$ cat config.mk
export PLATFORM = sky130hd
export DESIGN_NAME = vec_strided_vap_load
export DESIGN_NICKNAME = d
export VERILOG_FILES = /design/src/rtl/vec_strided_vap_load.sv
export SDC_FILE = /design/constraint.sdc
export NUM_CORES = 2
export LEC_CHECK = 0
export CAP_MARGIN = 10
export CORE_MARGIN = 4
export CORE_UTILIZATION = 40
export DETAILED_ROUTE_END_ITERATION = 6
export GPL_TIMING_DRIVEN = 1
export PLACE_DENSITY_LB_ADDON = 0.08
export SYNTH_ARGS = -nofsm -noshare
export SYNTH_HDL_FRONTEND = slang
export SYNTH_SLANG_ARGS = --single-unit
$ cat constraint.sdc
create_clock -name clk -period 31.1 [get_ports clk]
set_clock_uncertainty 0.05 [all_clocks]
set_input_delay 6.22 -clock clk [delete_from_list [all_inputs] [get_ports clk]]
set_output_delay 6.22 -clock clk [all_outputs]
set_load 0.02 [all_outputs]
$ cat src/rtl/vec_strided_vap_load.sv
// vec_strided_vap_load
//   Strided gather of vl variable-precision elements (vap = 1..32 bits each)
//   from a word-wide single-port memory. The elements are packed contiguously
//   into a VLEN-bit destination image. Masked-off elements and tail bits keep
//   their prior contents.
//
// Ports
//   clk, reset            clock, asynchronous active-high reset
//   start                 one-cycle request, accepted only in IDLE
//   base, stride          byte address of element 0, signed byte stride
//   vl, vap               element count, element width in bits
//   vm, mask              vm=1 unmasked, else mask[i] enables element i
//   vd_old                prior destination contents
//   busy, done, error     status; error is valid while done=1
//   vd_data               result image, held until the next start
//   mem_valid/mem_ready   request / acknowledge handshake
//   mem_addr, mem_rdata   word-aligned address, read data
module vec_strided_vap_load #(
  parameter int VLEN   = 256,
  parameter int ADDR_W = 32
) (
  input  logic                   clk,
  input  logic                   reset,
  input  logic                   start,
  input  logic [ADDR_W-1:0]      base,
  input  logic [31:0]            stride,
  input  logic [$clog2(VLEN):0]  vl,
  input  logic [5:0]             vap,
  input  logic                   vm,
  input  logic [VLEN-1:0]        mask,
  input  logic [VLEN-1:0]        vd_old,
  output logic                   busy,
  output logic                   done,
  output logic                   error,
  output logic [VLEN-1:0]        vd_data,
  output logic                   mem_valid,
  input  logic                   mem_ready,
  output logic [ADDR_W-1:0]      mem_addr,
  input  logic [31:0]            mem_rdata
);

  localparam int CNT_W  = $clog2(VLEN) + 1;
  localparam int PROD_W = CNT_W + 6;

  localparam logic [2:0] S_IDLE    = 3'd0;
  localparam logic [2:0] S_CHECK   = 3'd1;
  localparam logic [2:0] S_ELEM    = 3'd2;
  localparam logic [2:0] S_REQ0    = 3'd3;
  localparam logic [2:0] S_REQ1    = 3'd4;
  localparam logic [2:0] S_EXTRACT = 3'd5;
  localparam logic [2:0] S_DONE    = 3'd6;

  logic [2:0]        state_reg;
  logic [31:0]       stride_reg;
  logic [CNT_W-1:0]  vl_reg;
  logic [5:0]        vap_reg;
  logic              vm_reg;
  logic [VLEN-1:0]   mask_reg;
  logic [CNT_W-1:0]  idx_reg;
  logic [ADDR_W-1:0] ea_reg;
  logic [ADDR_W-1:0] wa_reg;
  logic [4:0]        p_reg;
  logic [31:0]       lo_reg;
  logic [31:0]       hi_reg;
  logic              buf_valid_reg;
  logic [ADDR_W-1:0] buf_tag_reg;
  logic [31:0]       buf_data_reg;
  logic              error_reg;
  logic [VLEN-1:0]   vd_data_reg;
  logic [ADDR_W-1:0] mem_addr_reg;

  logic [PROD_W-1:0] total_bits;
  logic              cfg_bad;
  logic [ADDR_W-1:0] ea_wa;
  logic [4:0]        ea_p;
  logic              ea_straddle;
  logic              p_straddle;
  logic              elem_active;
  logic              buf_hit;
  logic [CNT_W-1:0]  idx_inc;
  logic              idx_last;
  logic [ADDR_W-1:0] ea_step;
  logic [31:0]       elem_mask;
  logic [31:0]       elem;
  logic [PROD_W-1:0] bit_off;
  logic [VLEN-1:0]   field_mask;
  logic [VLEN-1:0]   field_data;

  always_comb begin
    total_bits  = PROD_W'(vl_reg) * PROD_W'(vap_reg);
    cfg_bad     = (vap_reg == 6'd0) || (vap_reg > 6'd32) ||
                  (total_bits > PROD_W'(VLEN));
    ea_wa       = {ea_reg[ADDR_W-1:2], 2'b00};
    ea_p        = {ea_reg[1:0], 3'b000};
    // An element straddles when its last bit lies beyond bit 31 of its word.
    ea_straddle = (7'(ea_p) + 7'(vap_reg)) > 7'd32;
    p_straddle  = (7'(p_reg) + 7'(vap_reg)) > 7'd32;
    elem_active = vm_reg || mask_reg[idx_reg[CNT_W-2:0]];
    buf_hit     = buf_valid_reg && (buf_tag_reg == ea_wa);
    idx_inc     = idx_reg + CNT_W'(1);
    idx_last    = (idx_inc == vl_reg);
    ea_step     = ea_reg + ADDR_W'($signed(stride_reg));
    // 33-bit intermediate so that vap=32 yields an all-ones mask.
    elem_mask   = 32'((33'd1 << vap_reg) - 33'd1);
    // Shifting the {hi,lo} pair covers both the straddle and the in-word
    // case: for an in-word element the hi bits fall outside elem_mask.
    elem        = 32'({hi_reg, lo_reg} >> p_reg) & elem_mask;
    bit_off     = PROD_W'(idx_reg) * PROD_W'(vap_reg);
    field_mask  = VLEN'(elem_mask) << bit_off;
    field_data  = VLEN'(elem) << bit_off;
  end

  assign busy      = (state_reg != S_IDLE) && (state_reg != S_DONE);
  assign done      = (state_reg == S_DONE);
  assign mem_valid = (state_reg == S_REQ0) || (state_reg == S_REQ1);
  assign mem_addr  = mem_addr_reg;
  assign error     = error_reg;
  assign vd_data   = vd_data_reg;

  always_ff @(posedge clk or posedge reset) begin
    if (reset) begin
      state_reg     <= S_IDLE;
      stride_reg    <= '0;
      vl_reg        <= '0;
      vap_reg       <= '0;
      vm_reg        <= 1'b0;
      mask_reg      <= '0;
      idx_reg       <= '0;
      ea_reg        <= '0;
      wa_reg        <= '0;
      p_reg         <= '0;
      lo_reg        <= '0;
      hi_reg        <= '0;
      buf_valid_reg <= 1'b0;
      buf_tag_reg   <= '0;
      buf_data_reg  <= '0;
      error_reg     <= 1'b0;
      vd_data_reg   <= '0;
      mem_addr_reg  <= '0;
    end else begin
      case (state_reg)
        S_IDLE: begin
          if (start) begin
            stride_reg    <= stride;
            vl_reg        <= vl;
            vap_reg       <= vap;
            vm_reg        <= vm;
            mask_reg      <= mask;
            vd_data_reg   <= vd_old;
            idx_reg       <= '0;
            ea_reg        <= base;
            buf_valid_reg <= 1'b0;
            error_reg     <= 1'b0;
            state_reg     <= S_CHECK;
          end
        end
        S_CHECK: begin
          if (cfg_bad) begin
            error_reg <= 1'b1;
            state_reg <= S_DONE;
          end else if (vl_reg == '0) begin
            state_reg <= S_DONE;
          end else begin
            state_reg <= S_ELEM;
          end
        end
        S_ELEM: begin
          if (!elem_active) begin
            idx_reg   <= idx_inc;
            ea_reg    <= ea_step;
            state_reg <= idx_last ? S_DONE : S_ELEM;
          end else begin
            wa_reg <= ea_wa;
            p_reg  <= ea_p;
            if (buf_hit) begin
              lo_reg <= buf_data_reg;
              // The buffered word is only the low half of a straddling element.
              if (ea_straddle) begin
                mem_addr_reg <= ea_wa + ADDR_W'(4);
                state_reg    <= S_REQ1;
              end else begin
                state_reg <= S_EXTRACT;
              end
            end else begin
              mem_addr_reg <= ea_wa;
              state_reg    <= S_REQ0;
            end
          end
        end
        S_REQ0: begin
          if (mem_ready) begin
            lo_reg        <= mem_rdata;
            buf_valid_reg <= 1'b1;
            buf_tag_reg   <= wa_reg;
            buf_data_reg  <= mem_rdata;
            if (p_straddle) begin
              mem_addr_reg <= wa_reg + ADDR_W'(4);
              state_reg    <= S_REQ1;
            end else begin
              state_reg <= S_EXTRACT;
            end
          end
        end
        S_REQ1: begin
          if (mem_ready) begin
            hi_reg        <= mem_rdata;
            buf_valid_reg <= 1'b1;
            buf_tag_reg   <= wa_reg + ADDR_W'(4);
            buf_data_reg  <= mem_rdata;
            state_reg     <= S_EXTRACT;
          end
        end
        S_EXTRACT: begin
          vd_data_reg <= (vd_data_reg & ~field_mask) | field_data;
          idx_reg     <= idx_inc;
          ea_reg      <= ea_step;
          state_reg   <= idx_last ? S_DONE : S_ELEM;
        end
        S_DONE: begin
          state_reg <= S_IDLE;
        end
        default: begin
          state_reg <= S_IDLE;
        end
      endcase
    end
  end

endmodule
==> flow_summary_export.csv <==
group,metric,value,unit
run_status,status,"finished, violations left",
run_status,violations,"design-rule violations, max-capacitance violations",
sta,finalCriticalPeriod,10.48,ns
die,die_h,377,µm
pwr,p_total,9.03,mW
synthesis,ys_warn_count,0,
setup_path,crit_top_cell,"buf_4",
global_route,grt_pass1_vias,55000,
routing,routed_via_density,6.47,
die,fp.coreArea,135000,µm²
clock_tree,clk_latency,0.75,ns
finish,nets,7921,
routing,routed_wl,302,mm
min_path,min_path_type,"flip-flop to flip-flop",
synthesis,synth_edf_count,0,
placed_design,dp_hpwl,227,mm
global_route,grt_use_total,41.0,%
pwr,max-vdd-ir-drop,0.0720,mV
clock_tree,clk_pin_slew,0.07,ns
global_route,grt-ovfl-total,0,
clock_tree,tritoncts,"built",
sta,rsz0062_at_grt,"false",
setup_path,worstPathArrival,11.05,ns
setup_path,crit_chain,"clkdlybuf4s50_1, nor4b_2, buf_4, buf_4, buf_4, buf_4, nand2_1, nand2_1, o211ai_1, a21oi_1, o21ai_0, o211ai_1",
pwr,p_leak,29.3,nW
setup_path,reg2reg_slack,22.57,ns
sta,fin_crit_sh,33.7,%
routing,drc,9,
sta,setup_viol,0,
die,rows,135,
placed_design,finalWeightedCongestion,1.07,
clock_tree,cts.sinks,786,
sta,worst_slew_pin_slew,1.47,ns
synthesis,synthCells,6482,
routing,vias,58400,
setup_path,cp-end-kind,"flip-flop",
sta,whs,0.419,ns
placed_design,pre_cts_ws,20.13,ns
sta,relSlewSlack,0.612,%
setup_path,crit_type,"primary input to flip-flop",
sta,fin_ws,20.62,ns
pwr,power_density,131,nW/µm²
synthesis,syn_area,54600,µm²
sta,maxSlewViolCount,0,
synthesis,ys_ff_latch,786,
clock_tree,cts_max_level,3,
die,ios,920,
synthesis,avgSynthCellArea,8.42,µm²
routing,wl_per_cell,33.4,µm
routing,dr.first_iter.drc_count,8790,
die,die_w,377,µm
synthesis,synth_cell_type_count,112,
die,start_util,40.3,%
global_route,grt_max_degree,206,
synthesis,synthFlopType,"dfrtp_1",
synthesis,synth-seq-area-share,36.0,%
finish,seq_area,19700,µm²
clock_tree,cts_setup_buffers,0,
finish,multi_input_area,32700,µm²
finish,area_delta_synth_final,26.1,%
setup_path,slowest_stage,"buf_4",
sta,final.setup.tns,0,ns
synthesis,async_flop_share,100,%
clock_tree,holdBufCountCts,0,
placed_design,dp_cells,8831,
run,max_cap_viol_count,2,
clock_tree,cts_buffer_depth,3,
routing,ant_nets,0,
global_route,grt_pass1_wl,420,mm
finish,n_fill_cell,13100,
finish,final_cells,9028,
setup_path,cp_slowest_stage_delay,0.84,ns
setup_path,cp.required,31.67,ns
sta,hold_violations,0,
sta,max_freq,0.0954,GHz
setup_path,worstPathMaxFanout,71,
routing,firstDrtPassIters,7,
clock_tree,cts_made_buffers,93,
finish,drive_above_1_share,10.6,%
clock_tree,cts_resized,0,
die,die-area,142000,µm²
setup_path,start_kind,"primary input",
clock_tree,cts_root_buf,"clkbuf_16",
global_route,antenna_found_initial,37,
placed_design,portBuffers,917,
==> final timing paths <==
kind	end	depth (start not counted)	startpoint
setup / recovery	vd_data[132]	12	start
hold reg to reg	mask_reg[45]	2	mask_reg[45]
setup reg to reg	vd_data[36]	21	vap_reg[5]
min in group asynchronous	mem_addr[10]	2	reset
max in group asynchronous	lo_reg[17]	5	reset
hold / removal	mask_reg[45]	2	mask_reg[45]
==> logic make-up after synthesis <==
group           share of synthesized area [%]
compound gates                           20.5
xor+xnor                                 2.76
fa+ha+maj                                4.18
buf+inv                                  4.53
flops                                    36.0
mux                                      10.8
other cells                           0.00687
simple gates                             21.2
==> layout make-up <==
cell class	count	share of cell area, %
Inverter	103	0.578
Sequential cell	786	28.6
Antenna cell	25	0.0909
Timing Repair Buffer	1079	15.2
Multi-Input combinational cell	5084	47.5
Clock buffer	136	4.01
Clock inverter	34	0.792
Tap cell	1781	3.24
==> synthesized netlist by cell type, types with 64 or more instances <==
| master | instances | share of area, % |
|---|---|---|
| nand2_1 | 1727 | 12 |
| dfrtp_1 | 786 | 36 |
| clkbuf_1 | 376 | 2.6 |
| nor2_1 | 366 | 2.5 |
| o21ai_0 | 339 | 3.1 |
| a21oi_1 | 314 | 2.9 |
| mux2_2 | 190 | 3.9 |
| nand3_1 | 141 | 1.3 |
| a31oi_1 | 126 | 1.4 |
| mux2i_1 | 124 | 2.3 |
| o211ai_1 | 115 | 1.6 |
| xnor2_1 | 112 | 1.8 |
| mux4_2 | 110 | 4.5 |
| inv_1 | 101 | 0.69 |
| ha_1 | 85 | 1.9 |
| nor3_1 | 83 | 0.76 |
| and2_1 | 82 | 0.94 |
| buf_2 | 67 | 0.61 |
| o22ai_1 | 64 | 0.73 |
==> critical path: cells and delay by family <==
kind,cells,cell delay (ns)
AOI/OAI and AO/OA,4,0.51
and+or+nand+nor,3,0.54
buffers and inverters,5,3.59
==> layout by cell type (no fill, tap or decap), drive strengths merged, types with 116 or more instances in the layout <==
cell type / Yosys / final
nand2: 1729 / 1729
clkdlybuf4s50: 0 / 917
dfrtp: 786 / 786
nor2: 367 / 367
o21ai: 358 / 358
a21oi: 316 / 316
mux2: 190 / 190
buf: 131 / 162
nand3: 141 / 141
clkbuf: 379 / 136
a31oi: 129 / 129
mux2i: 126 / 126
o211ai: 116 / 116
==> layer usage <==
metal / vias up / routed length (µm) / global-route usage [%]
met5: - / 291 / 0.480
met4: 28 / 23300 / 25.9
met3: 914 / 37100 / 14.2
met2: 3933 / 126000 / 59.1
met1: 28900 / 115000 / 52.3
li1: 24600 / - / -
==> metrics by stage <==
stage	util, %	area, µm²
global placement	48.3	65500
global route	50.8	68800
detailed placement	48.3	65500
floorplan	-	54600
finish	50.8	68800
CTS	50.8	68800
==> report_power, final <==
| group | switching [mW] | internal, mW | total, mW |
|---|---|---|---|
| Combinational | 3.79 | 2.00 | 5.79 |
| Clock | 0.505 | 0.696 | 1.20 |
| Sequential | 0.521 | 1.52 | 2.04 |
| Total | 4.81 | 4.21 | 9.03 |
(Power assumes the default switching activity.)
